**src/rtl/uart_tx_arbiter.sv**
```systemverilog
// uart_tx_arbiter: round-robin sharing of the UART TX FIFO between four byte-stream requesters
module uart_tx_arbiter #(
  parameter bit HEADER_EN = 1'b1,
  parameter logic [15:0] TIMEOUT = 16'd1000
) (
  input  logic        clk,
  input  logic        rst,
  input  logic [3:0]  valid_i,
  input  logic [31:0] data_i,
  input  logic [3:0]  last_i,
  output logic [3:0]  ready_o,
  output logic [7:0]  fifo_data_o,
  output logic        n_fifo_we_o,
  input  logic        p_fifo_full_i,
  output logic [3:0]  grant_o,
  output logic        busy_o,
  output logic [7:0]  abort_cnt_o
);
  typedef enum logic [1:0] {IDLE, HDR, DATA} state_t;
  state_t state, state_n;
  logic [1:0] rr, g, sel;
  logic [15:0] wd;
  logic slot_ok, vg, xfer, timeout, wr;
  logic [7:0] wr_data;
  // a pending write holds n_fifo_we_o low, so the slot also waits for full to catch up
  assign slot_ok = !p_fifo_full_i && n_fifo_we_o;
  assign vg = valid_i[g];
  assign xfer = state == DATA && vg && slot_ok;
  assign timeout = state == DATA && !vg && wd == TIMEOUT - 16'd1;
  assign busy_o = state != IDLE;
  assign grant_o = busy_o ? 4'b0001 << g : 4'b0000;
  assign ready_o = (state == DATA && slot_ok) ? 4'b0001 << g : 4'b0000;
  always_comb begin
    sel = rr;
    for (int i = 4; i >= 1; i--) if (valid_i[rr + 2'(i)]) sel = rr + 2'(i);
  end
  always_comb begin
    state_n = state;
    wr = 1'b0;
    wr_data = data_i[{g, 3'b000} +: 8];
    unique case (state)
      IDLE: if (|valid_i) begin
        if (HEADER_EN) state_n = HDR;
        else state_n = DATA;
      end
      HDR: if (slot_ok) begin
        state_n = DATA;
        wr = 1'b1;
        wr_data = {4'hA, 2'b00, g};
      end
      DATA: begin
        wr = xfer;
        if ((xfer && last_i[g]) || timeout) state_n = IDLE;
      end
      default: state_n = IDLE;
    endcase
  end
  always_ff @(posedge clk)
    if (rst) state <= IDLE;
    else state <= state_n;
  always_ff @(posedge clk) begin
    if (rst) begin
      rr <= 2'd3;
      g <= 2'd0;
      wd <= 16'd0;
      abort_cnt_o <= 8'd0;
      n_fifo_we_o <= 1'b1;
      fifo_data_o <= 8'd0;
    end else begin
      n_fifo_we_o <= !wr;
      if (wr) fifo_data_o <= wr_data;
      if (state == IDLE && |valid_i) begin
        g <= sel;
        rr <= sel;
      end
      // backpressure stalls (valid high, no slot) hold the count
      wd <= (state != DATA || xfer || timeout) ? 16'd0 : vg ? wd : wd + 16'd1;
      if (timeout && abort_cnt_o != 8'hFF) abort_cnt_o <= abort_cnt_o + 8'd1;
    end
  end
endmodule

```
**config.mk**
```make
export PLATFORM = sky130hd
export DESIGN_NAME = uart_tx_arbiter
export DESIGN_NICKNAME = d
export VERILOG_FILES = /design/src/rtl/uart_tx_arbiter.sv
export SDC_FILE = /design/constraint.sdc
export NUM_CORES = 1
export LEC_CHECK = 0
export ABC_CLOCK_PERIOD_IN_PS = 4800
export BUFFER_PORTS_ARGS = -buffer_cell sky130_fd_sc_hd__buf_4
export CAP_MARGIN = 5
export CORE_ASPECT_RATIO = 1.25
export CORE_MARGIN = 3
export CORE_UTILIZATION = 51
export DETAILED_ROUTE_END_ITERATION = 16
export PLACE_DENSITY = 0.87
export SETUP_SLACK_MARGIN = 0.5
export SLEW_MARGIN = 30
export SYNTH_ARGS = -nofsm -noshare
export SYNTH_HDL_FRONTEND = slang
export SYNTH_SLANG_ARGS = --single-unit
```
**constraint.sdc**
```tcl
create_clock -name clk -period 4.8 [get_ports clk]
set_input_delay 0.24 -clock clk [delete_from_list [all_inputs] [get_ports clk]]
set_output_delay 0.24 -clock clk [all_outputs]
set_load 0.005 [all_outputs]
```
==> metrics.md <==
| Metric | Value |
|---|---|
| WS Path Type | `reg -> reg` |
| Synth Instances | `258` |
| Final WS setup | `about 2300 ps` |
| Detail Route Antenna Nets | `0` |
| Max-cap violation count | `0` |
| Vias in the first global route | `approximately 2.1k` |
| Top_reg_cell synth | `dfxtp_1` |
| Critical path endpoint category | `register` |
| Switching Share | `0.344` |
| Layout Utilization | `0.696` |
| Switch Pwr | `0.374 mW` |
| Clk root buf | `clkbuf_8` |
| Global-route wire length before repair | `9090 µm` |
| Post-synth top area cell | `dfxtp_1` |
| P_leak | `~1.2 nW` |
| Cts hold-fix bufs | `0` |
| Placed wire-length estimate | `4240 µm` |
| Fin crit share | `0.511` |
| Die Wd | `roughly 66 µm` |
| Die height | `about 80 µm` |
| DRT iter0 DRCs | `214` |
| Post-CTS Resized | `0` |
| Fillers | `359` |
| Most common cell in the netlist | `nor2_1` |
| DR pass1 iterations | `4` |
| Synth top area cells | `dfxtp_1, mux4_2, nor2_1, xnor2_1, mux2i_1` |
| Post-Route Setup TNS | `0 ps` |
| DRC viols | `0` |
| CTS tree | `built` |
| Status | `completed` |
| Worst EP required | `5020 ps` |
| Post-synth EDFFs | `0` |
| GR Util All Layers | `0.217` |
| Peak VDD IR | `about 0.00029 V` |
| Top cell type's share of synthesized area | `0.339` |
| Total Wirelength | `5690 µm` |
| Port bufs | `68` |
| Gate power share | `0.356` |
| Most frequent cells after synthesis | `nor2_1, dfxtp_1, nor3_1, nand2_1, nand3_1` |
| Fin. max-slew vios | `0` |
| Starting Density | `0.544` |
| Hold slack | `roughly 290 ps` |
| Post-route minimum period | `2450 ps` |
| Skew-Pair Late Insertion Delay | `300 ps` |
| Largest net degree at the start of global routing | `26` |
| Setup crit start kind | `register` |
| Placed instance area | `2830 µm²` |
| Final hold vios | `0` |
| Post-DR vias/cell | `~5.7` |
| PwrDens | `369 nW/µm²` |
| Skew final | `slightly below 7 ps` |
| Postcts setup bufs | `0` |
| Reg2Reg Setup Slack | `approximately 2300 ps` |
| H-tree levels | `2` |
| Mapped Area | `between 2000 and 2500 µm²` |
| Number of diodes | `0` |
| Post-synthesis sequential area ratio | `0.339` |
| Core ar. | `4230 µm²` |
| Critical Path AT | `2670 ps` |
| RePlAce Congestion | `0.808` |
| Peak Freq | `about 0.4 GHz` |
| # rows | `26` |
| Synth Area per Inst | `8.92 µm²` |
| Sequential share of power | `0.392` |
| Die ar. | `5360 µm²` |
| Max FO, Critical Path | `20` |
| RSZ-0062 raised after global routing | `no` |
| Yosys warns | `0` |
| Share of post-route cells with drive strength above 1 | `0.293` |
| Area growth from synthesis to layout | `27.9%` |
| Initial antenna violation count | `0` |
| Area of the multi-input gates | `1430 µm²` |
| Unique masters post-synth | `a little over 50` |
| Worst-Margin Slew | `760 ps` |
| Dpl ws | `2280 ps` |
| Routed vias | `between 2k and 2.5k` |
| IO Pins | `69` |
| Design Area, Final | `2950 µm²` |
| Min-Delay Path Class | `in -> reg` |
| Fin nets | `372` |
| Final setup viols | `0` |
| Total grt overflow | `0` |
| Post-DR wirelength/cell | `~15 µm` |
| Clock slew at reported path FFs | `80 ps` |
| Clk network pwr share | `0.251` |
| Slew Limit Headroom | `0.493` |
| Syn Nets | `between 300 and 400` |
| Pint | `0.713 mW` |
| Clock sinks | `39` |
| Seq cells post-synth | `39` |
| Clk buf depth | `2` |
| Async set-reset flop share out of synthesis | `0` |
| CTS Buf Count | `5` |
| Register area | `782 µm²` |
[final cells by class]
class	count	area share
clock buffers	5	0.0234
clock inverters	3	0.0149
inverters	10	0.0127
multi-input cells	199	0.486
flip-flops and latches	39	0.266
well taps	56	0.0238
repair buffers	68	0.173
[cell usage in the layout, fill, tap and decap left out, types with 8 or more instances in the layout]
cell type / netlist / layout
mux4_2: 8 / 8
mux2i_1: 8 / 8
nor2_1: 46 / 46
dfxtp_1: 39 / 38
xnor2_1: 11 / 11
nor3_1: 15 / 15
nand3_1: 14 / 14
inv_1: 10 / 10
nand2_1: 14 / 14
a21oi_1: 8 / 8
buf_4: 1 / 68
[metrics by stage]
step	std cells	total power, mW
final	380	1.09
after floorplan	258	0.697
after CTS	380	1.09
after global routing	380	1.15
after detailed placement	372	0.814
after global placement	372	0.802
[power groups by stage]
stage                     registers (mW)  logic (mW)  clock network [mW]
after global placement             0.430       0.372                   0
after CTS                          0.425       0.385               0.278
final                              0.427       0.388               0.274
after floorplan                    0.388       0.310                   0
after global routing               0.438       0.424               0.292
after detailed placement           0.433       0.382                   0
[state kept, by name, indices dropped and copies added (netlist names)]
name	count
wd	16
g	2
state	2
n_fifo_we_o	1
abort_cnt_o	8
fifo_data_o	8
rr	2
[layer usage]
metal,wire length (µm),track usage
met1,2220,0.240
met2,2870,0.394
met4,82,0.0732
met5,0,0
met3,519,0.0581
[path summary, 6_finish.rpt]
check,depth (start not counted),startpoint,endpoint
max,5,g[1],fifo_data_o[4]
min,2,rst,abort_cnt_o[0]
max reg2reg,5,g[1],fifo_data_o[4]
min reg2reg,2,fifo_data_o[6],fifo_data_o[6]
[kinds of logic after synthesis]
kind of cell	Yosys count	synth area share
AOI/OAI and AO/OA	37	0.134
xor gates and xnor gates	16	0.0609
adders and majority gates	6	0.0326
buffers and inverters	20	0.0386
DFF	39	0.339
muxes	17	0.118
and+or+nand+nor	123	0.277
[worst max-delay path: stages (launching register included)]
cell	delay, ps
dfxtp_1	820
mux4_2	700
nor2b_1	220
o21ai_2	350
nand2_1	100
a21oi_1	190
Note: power is estimated with default switching activity, not from simulation.
